`src/rtl/fsm_tick_timer.sv`:
```
// rtl/fsm_tick_timer.sv - synchronized slow-clock tick generator with loadable countdown FSM
// Optional AUTO_RELOAD_EN: expiry reloads the last loaded value and stays in RUN.
`timescale 1ns/1ps
module fsm_tick_timer #(
  parameter int CNT_W       = 8,
  parameter int SYNC_STAGES = 2
) (
  input  logic             clock_50,
  input  logic             reset,
  input  logic             c025hz,
  input  logic             c05hz,
  input  logic             c1hz,
  input  logic             c2hz,
  input  logic [1:0]       sel,
  input  logic             load,
  input  logic [CNT_W-1:0] load_val,
  input  logic             start,
  input  logic             pause,
  output logic [CNT_W-1:0] count,
  output logic             tick,
  output logic             running,
  output logic             done
);

  localparam int SS     = (SYNC_STAGES < 2) ? 2 : SYNC_STAGES;
  localparam int MASK_W = $clog2(SS + 2);

  localparam logic [1:0] ST_IDLE   = 2'd0;
  localparam logic [1:0] ST_RUN    = 2'd1;
  localparam logic [1:0] ST_PAUSED = 2'd2;
  localparam logic [1:0] ST_DONE   = 2'd3;

  logic [3:0]        wave_in;
  logic [3:0]        sync_q [SS];
  logic [3:0]        hist_q;
  logic [3:0]        rise;
  logic [MASK_W-1:0] mask_q;
  logic              armed;
  logic              tick_q, tick_d;

  logic [1:0]        state_q, state_d;
  logic [CNT_W-1:0]  count_q, count_d;
  logic              done_q, done_d;
`ifdef AUTO_RELOAD_EN
  logic [CNT_W-1:0]  reload_q, reload_d;
`endif

  // Bit order matches sel encoding so rise[sel] picks the source directly.
  assign wave_in = {c2hz, c1hz, c05hz, c025hz};
  assign rise    = sync_q[SS-1] & ~hist_q;
  assign armed   = (mask_q == MASK_W'(SS + 1));

  always_ff @(posedge clock_50 or negedge reset) begin
    if (!reset) begin
      for (int i = 0; i < SS; i++) begin
        sync_q[i] <= '0;
      end
      hist_q <= '0;
      mask_q <= '0;
    end else begin
      sync_q[0] <= wave_in;
      for (int i = 1; i < SS; i++) begin
        sync_q[i] <= sync_q[i-1];
      end
      hist_q <= sync_q[SS-1];
      if (!armed) begin
        mask_q <= mask_q + MASK_W'(1);
      end
    end
  end

  // A sel switch onto a source that rose one cycle after the previous tick is dropped.
  assign tick_d = armed & rise[sel] & ~tick_q;

  always_comb begin
    state_d  = state_q;
    count_d  = count_q;
    done_d   = 1'b0;
`ifdef AUTO_RELOAD_EN
    reload_d = reload_q;
`endif
    case (state_q)
      ST_IDLE: begin
        if (load) begin
          count_d  = load_val;
`ifdef AUTO_RELOAD_EN
          reload_d = load_val;
`endif
        end
        if (start && ((load ? load_val : count_q) != '0)) begin
          state_d = ST_RUN;
        end
      end
      ST_RUN: begin
        if (pause) begin
          state_d = ST_PAUSED;
        end else if (tick_q) begin
          if (count_q == CNT_W'(1)) begin
            done_d  = 1'b1;
`ifdef AUTO_RELOAD_EN
            count_d = reload_q;
`else
            count_d = '0;
            state_d = ST_DONE;
`endif
          end else begin
            count_d = count_q - CNT_W'(1);
          end
        end
      end
      ST_PAUSED: begin
        if (!pause) begin
          state_d = ST_RUN;
        end
      end
      ST_DONE: begin
        count_d = '0;
        state_d = ST_IDLE;
      end
      default: begin
        state_d = ST_IDLE;
      end
    endcase
  end

  always_ff @(posedge clock_50 or negedge reset) begin
    if (!reset) begin
      tick_q   <= 1'b0;
      state_q  <= ST_IDLE;
      count_q  <= '0;
      done_q   <= 1'b0;
`ifdef AUTO_RELOAD_EN
      reload_q <= '0;
`endif
    end else begin
      tick_q   <= tick_d;
      state_q  <= state_d;
      count_q  <= count_d;
      done_q   <= done_d;
`ifdef AUTO_RELOAD_EN
      reload_q <= reload_d;
`endif
    end
  end

  assign count   = count_q;
  assign tick    = tick_q;
  assign done    = done_q;
  assign running = (state_q == ST_RUN) || (state_q == ST_PAUSED);

endmodule
```
`config.mk`:
```
export PLATFORM = sky130hd
export DESIGN_NAME = fsm_tick_timer
export DESIGN_NICKNAME = d
export VERILOG_FILES = /design/src/rtl/fsm_tick_timer.sv
export SDC_FILE = /design/constraint.sdc
export NUM_CORES = 1
export LEC_CHECK = 0
export BUFFER_PORTS_ARGS = -buffer_cell sky130_fd_sc_hd__buf_2
export CAP_MARGIN = 5
export CELL_PAD_IN_SITES_DETAIL_PLACEMENT = 1
export CELL_PAD_IN_SITES_GLOBAL_PLACEMENT = 2
export CORE_MARGIN = 8
export CORE_UTILIZATION = 30
export DETAILED_ROUTE_END_ITERATION = 8
export PLACE_DENSITY = 0.75
export RECOVER_POWER = 25
export SYNTH_ARGS = -nofsm -noshare
export SYNTH_HDL_FRONTEND = slang
export SYNTH_SLANG_ARGS = --single-unit
```
`constraint.sdc`:
```
create_clock -name clock_50 -period 2.02 [get_ports clock_50]
set_clock_uncertainty 0.15 [all_clocks]
set_input_delay 0.202 -clock clock_50 [delete_from_list [all_inputs] [get_ports clock_50]]
set_output_delay 0.202 -clock clock_50 [all_outputs]
set_load 0.05 [all_outputs]
```
# --- Yosys cells after proc, flatten, opt, wreduce, memory -nomap -nowiden ---
# Cells that the tools add are included.
classes:
  n_reduce_logical: 7
  bitwise: 5
  n_lt_le_gt_ge: 1
  add_sub_neg: 2
  n_eq_ne: 11
  muxes: 17
ops:
  columns: ["op", "n"]
  rows:
  - ["8-bit two-way mux", 4]
  - ["8-bit case mux with 3 select lines", 1]
  - ["2-bit two-way mux", 5]
  - ["8-bit by 1-bit == test with 1-bit output (second input constant)", 1]
  - ["2-bit != test (second input constant)", 4]
  - ["2-bit case mux with 4 select lines", 1]
  - ["8-bit nonzero test", 1]
  - ["8-bit by 1-bit subtractor with 8-bit output (second input constant)", 1]
  - ["2-bit == test (second input constant)", 3]
  - ["3-bit != test (second input constant)", 2]
  - ["1-bit two-way mux", 5]
  - ["4-bit bitwise AND", 1]
  - ["4-bit NOT", 1]
  - ["4-bit AND reduction", 1]
  - ["2-bit by 3-bit < comparator with 1-bit output (second input constant)", 1]
  - ["3-bit AND reduction", 1]
  - ["3-bit nonzero test", 1]
  - ["2-bit by 1-bit adder with 2-bit output (second input constant)", 1]
  - ["1-bit bitwise AND", 2]
  - ["1-bit binary-select mux with 2-bit select", 1]
  - ["2-bit by 1-bit == test with 1-bit output (second input constant)", 1]
  - ["2-bit logical NOT", 1]
  - ["1-bit logical AND", 1]
  - ["1-bit logical OR", 1]
  - ["1-bit NOT", 1]
word_totals:
  register_bits: 26
  in_bits: 19
  out_inout_bits: 11

# --- Depth between registers and ports, before layout ---
depth:
  ltp_word: 6
  depth_mapped: 8
  mapped_depth_nobuf: 6

# --- Worst setup path before layout ---
# OpenSTA, ideal clock, no wires.
synth_timing:
  path_kind: "register to register"
  startpoint: "reg count_q[0] (netlist: count[0])"
  endpoint: "reg count_q[2] (netlist: count[2])"
  path_stages_with_launch: 7
  arrival_time_ns: 2.079
  slack_ns: -0.330
  required_time_ns: 1.749
  setup_time_ns: 0.121
  cell_sequence: "dfrtp_1 -> ha_1 -> or3b_2 -> clkbuf_1 -> o21ai_2 -> o32ai_1 -> a22o_1"
synth_between:
  elab_chain_cells: 5
  word_cells_on_any_way: 6
  cone_classes: "1 x add/sub; 1 x eq/ne; 4 x mux"
synth_rtl:
  columns: ["item", "line_no", "source"]
  rows:
  - ["start: declaration", "42", "logic [CNT_W-1:0] count_q, count_d;"]
  - ["start signal: assignment", "138", "count_q <= count_d;"]
  - ["8-bit by 1-bit subtractor with 8-bit output or 8-bit by 1-bit == test with 1-bit output (tied branches)", "107, 98", null]
  - ["8-bit two-way mux (*)", "98", "if (count_q == CNT_W'(1)) begin"]
  - ["8-bit two-way mux (*)", "97", "end else if (tick_q) begin"]
  - ["8-bit two-way mux (*)", "95", "if (pause) begin"]
  - ["8-bit case mux with 3 select lines (*)", "82", "case (state_q)"]
# Every way passes the cells marked *; elsewhere a longest branch is shown, timed or not. The select of a mux whose other input is x is not followed.
# A chain may end at the register's enable or synchronous reset.

# --- Worst setup path in the final report ---
layout_timing:
  startpoint: "reg count_q[5] (netlist: count[5])"
  endpoint: "reg count_q[7] (netlist: count[7])"
# Same word-level chain as after synthesis.

==> flow_summary_export.csv <==
group,metric,value,unit
synth,syn-num-nets,152,
sta,min_period,2.01,ns
power_and_ir_drop,leakagePower,0.812,nW
power_and_ir_drop,powerDensity,1650,mW/mm^2
drt,wl_per_cell,17.2,um
synth,yosys_warnings,0,
worst_setup_path,cp_slowest_cell,"or4_4",
floorplanning,die-area,0.00688,mm^2
clocking,cts_tree,"built",
worst_setup_path,slowest_delay,0.60,ns
outcome,status,"finished, final reports clean",
floorplanning,rows,24,
worst_setup_path,critPathRequiredTime,2.09,ns
synth,synth_cell_type_count,38,
floorplanning,floorplan.initialDensity,31.1,%
synth,async_flop_share,100,%
global_route,grt_pass1_wl,6450,um
worst_setup_path,cp.arrival,2.08,ns
synth,avgSynthCellArea,10.7,um^2
finish,drive_gt1_share,36.5,%
finish,diodes,0,
placement,portBuffers,29,
global_route,grt_overflow_total,0,
synth,post_synth_instance_area,0.00134,mm^2
sta,slew_violations,0,
drt,vias_per_cell,5.30,
global_route,grt_max_degree,27,
worst_setup_path,start_kind,"flip-flop",
sta,tns,0,ns
global_route,gr-usage-all-layers,11.0,%
clocking,clk_latency,0.28,ns
worst_setup_path,path_delay_family,"simple AND/OR/NAND/NOR gates",
clocking,htree_levels,1,
drt,ant_nets,0,
drt,first_pass_iters,4,
floorplanning,dieWidth,82.9,um
sta,worst_pin_slew,0.670,ns
drt,met1_length,1780,um
placement,place_hpwl,2810,um
drt,drtIter0Drc,25,
placement,place_congestion,0.769,
floorplanning,ios,30,
floorplanning,core_area,0.00432,mm^2
worst_setup_path,path_class,"flip-flop to flip-flop",
power_and_ir_drop,max-vdd-ir-drop,834,uV
synth,synthFlopType,"dfrtp_1",
sta,fmaxAchievable,498,MHz
floorplanning,die-height,82.9,um
worst_setup_path,crit_chain,"or4_4 -> or4b_1 -> o21ai_1 -> a22o_1",
sta,setup-violations-final,0,
worst_setup_path,path_max_fanout,6,
worst_hold_path,hold_path_class,"input port to flip-flop",
clocking,clockBufferDepth,2,
finish,nFillCells,508,
global_route,grt_pass1_vias,1324,
sta,rsz0062_at_grt,"true",
drt,route.met3.wl,120,um
drt,maxUsedRoutingLayer,"met4",
synth,syn_inst,126,
drt,vias,1176,
finish,synthToLayoutAreaGrowth,32.0,%
clocking,clock-root-buffer,"clkbuf_8",
placement,placed_area,0.00164,mm^2
drt,drcViolationCount,0,
clocking,clk_pin_slew_worst_paths,0.10,ns
worst_setup_path,worst-path-buf-inv,0,
finish,layout.nets,197,
sta,maxSlewHeadroom,55.3,%
worst_setup_path,cp-end-kind,"flip-flop",
sta,finalCritPeriodShare,99.5,%
synth,synth_seq_cells,26,
synth,synth_edf_count,0,
global_route,antenna_found_initial,0,
sta,setup_slack,0.0102,ns
finish,fin_area,0.00177,mm^2
drt,drt_wl_total,3820,um
flow_run,cap_violations,0,
sta,finalHoldViolCount,0,
drt,wl_met2,1840,um
clocking,cts_buffers,3,
synth,synth-seq-area-share,48.4,%
placement,pre_cts_ws,-0.0521,ns
clocking,clock_sinks,26,
worst min-delay path, stage by stage:
cell,delay [ns]
buf_2,0.09
a21oi_1,0.05
and3_1,0.17
kinds of logic after synthesis:
group | after synthesis | synth area share, %
buffers and inverters | 17 | 5.40
multiplexers | 7 | 5.31
AO/OA/AOI/OAI | 38 | 19.9
XOR/XNOR | 1 | 0.652
adder cells (fa/ha/maj) | 7 | 6.52
AND/OR/NAND/NOR | 30 | 13.8
flip-flops | 26 | 48.4
synth_stat cells, types with 2 or more instances:
library cell,n,area share [%]
a22o_1,8,5.2
o21ai_0,11,4.1
o32ai_1,2,1.3
o211ai_1,5,2.8
nand2_1,3,0.84
o22ai_1,4,1.9
or3b_2,2,1.3
nor3b_1,2,1.1
ha_1,7,6.5
and3_1,2,0.93
inv_1,10,2.8
nor3_1,4,1.5
dfrtp_1,26,48
mux2i_1,6,4.5
clkbuf_1,5,1.4
nand3_1,2,0.74
nor2_1,2,0.56
nand4_1,2,0.93
or4_1,4,2.2
area by class of cell:
cell class	instances	area [um^2]	share of cell area, %
sequential	26	657	37.0
multi-input combinational	83	651	36.7
timing repair buffer	47	293	16.5
tap	52	65.1	3.67
clock buffer	3	41.3	2.33
inverter	10	37.5	2.12
clock inverter	1	30.0	1.69
layer usage:
| layer | global-route usage (%) | up-vias |
|---|---|---|
| li1 | - | 563 |
| met3 | 1.76 | 7 |
| met4 | 4.31 | 0 |
| met2 | 18.7 | 27 |
| met5 | 0 | - |
| met1 | 13.6 | 579 |
timing repair:
item / in CTS / in global routing
hold buffers: 5 / 0
setup buffers: 0 / 0
resized for setup: 3 / 1
hold endpoints to repair: 30 / 0
setup endpoints to repair: 9 / 3
pin swaps: 2 / 0
path summary, 6_finish.rpt:
kind	from	to	slack, ns	cells after the start
setup / recovery	count[5]$_DFFE_PN0P_	count[7]$_DFFE_PN0P_	0.01	4
hold / removal	sel[1]	tick$_DFF_PN0_	0.11	3
setup reg to reg	count[5]$_DFFE_PN0P_	count[7]$_DFFE_PN0P_	0.01	4
hold reg to reg	sync_q[5]$_DFF_PN0_	sync_q[1]$_DFF_PN0_	0.21	0
max in group asynchronous	reset	count[0]$_DFFE_PN0P_	0.92	2
min in group asynchronous	reset	hist_q[0]$_DFF_PN0_	0.33	2
per-stage QoR:
stage | std cells | util, % | hold WS, ns | power [W]
floorplan | 126 | - | -0.244 | 0.00193
CTS | 222 | 41.0 | 0.108 | 0.00293
finish | 222 | 41.0 | 0.112 | 0.00293
global route | 222 | 41.0 | 0.133 | 0.00311
detailed placement | 213 | 37.8 | 0.0996 | 0.00244
global placement | 213 | 37.8 | 0.0861 | 0.00238
registers in the layout, indices dropped and copies added, names as in the netlist:
register,count
done,1
state_q,2
count,8
sync_q,8
hist_q,4
mask_q,2
tick,1
layout by cell type, fill, tap and decap left out, types with 5 or more instances in the layout:
master / netlist / final
buf_4: 0 / 13
dfrtp_1: 26 / 21
ha_1: 7 / 5
buf_2: 1 / 28
dfrtp_2: 0 / 5
dlygate4sd3_1: 0 / 5
o21ai_0: 11 / 10
inv_1: 10 / 9
mux2i_1: 6 / 6
a22o_1: 8 / 8
o211ai_1: 5 / 5
power by group:
group          switching [W]  leakage, nW  internal, W
clock               0.000181       0.0357     0.000266
combinational        0.00109        0.474     0.000661
sequential         0.0000848        0.303     0.000641
total                0.00136        0.812      0.00157
Note: power is estimated with default switching activity, not from simulation.
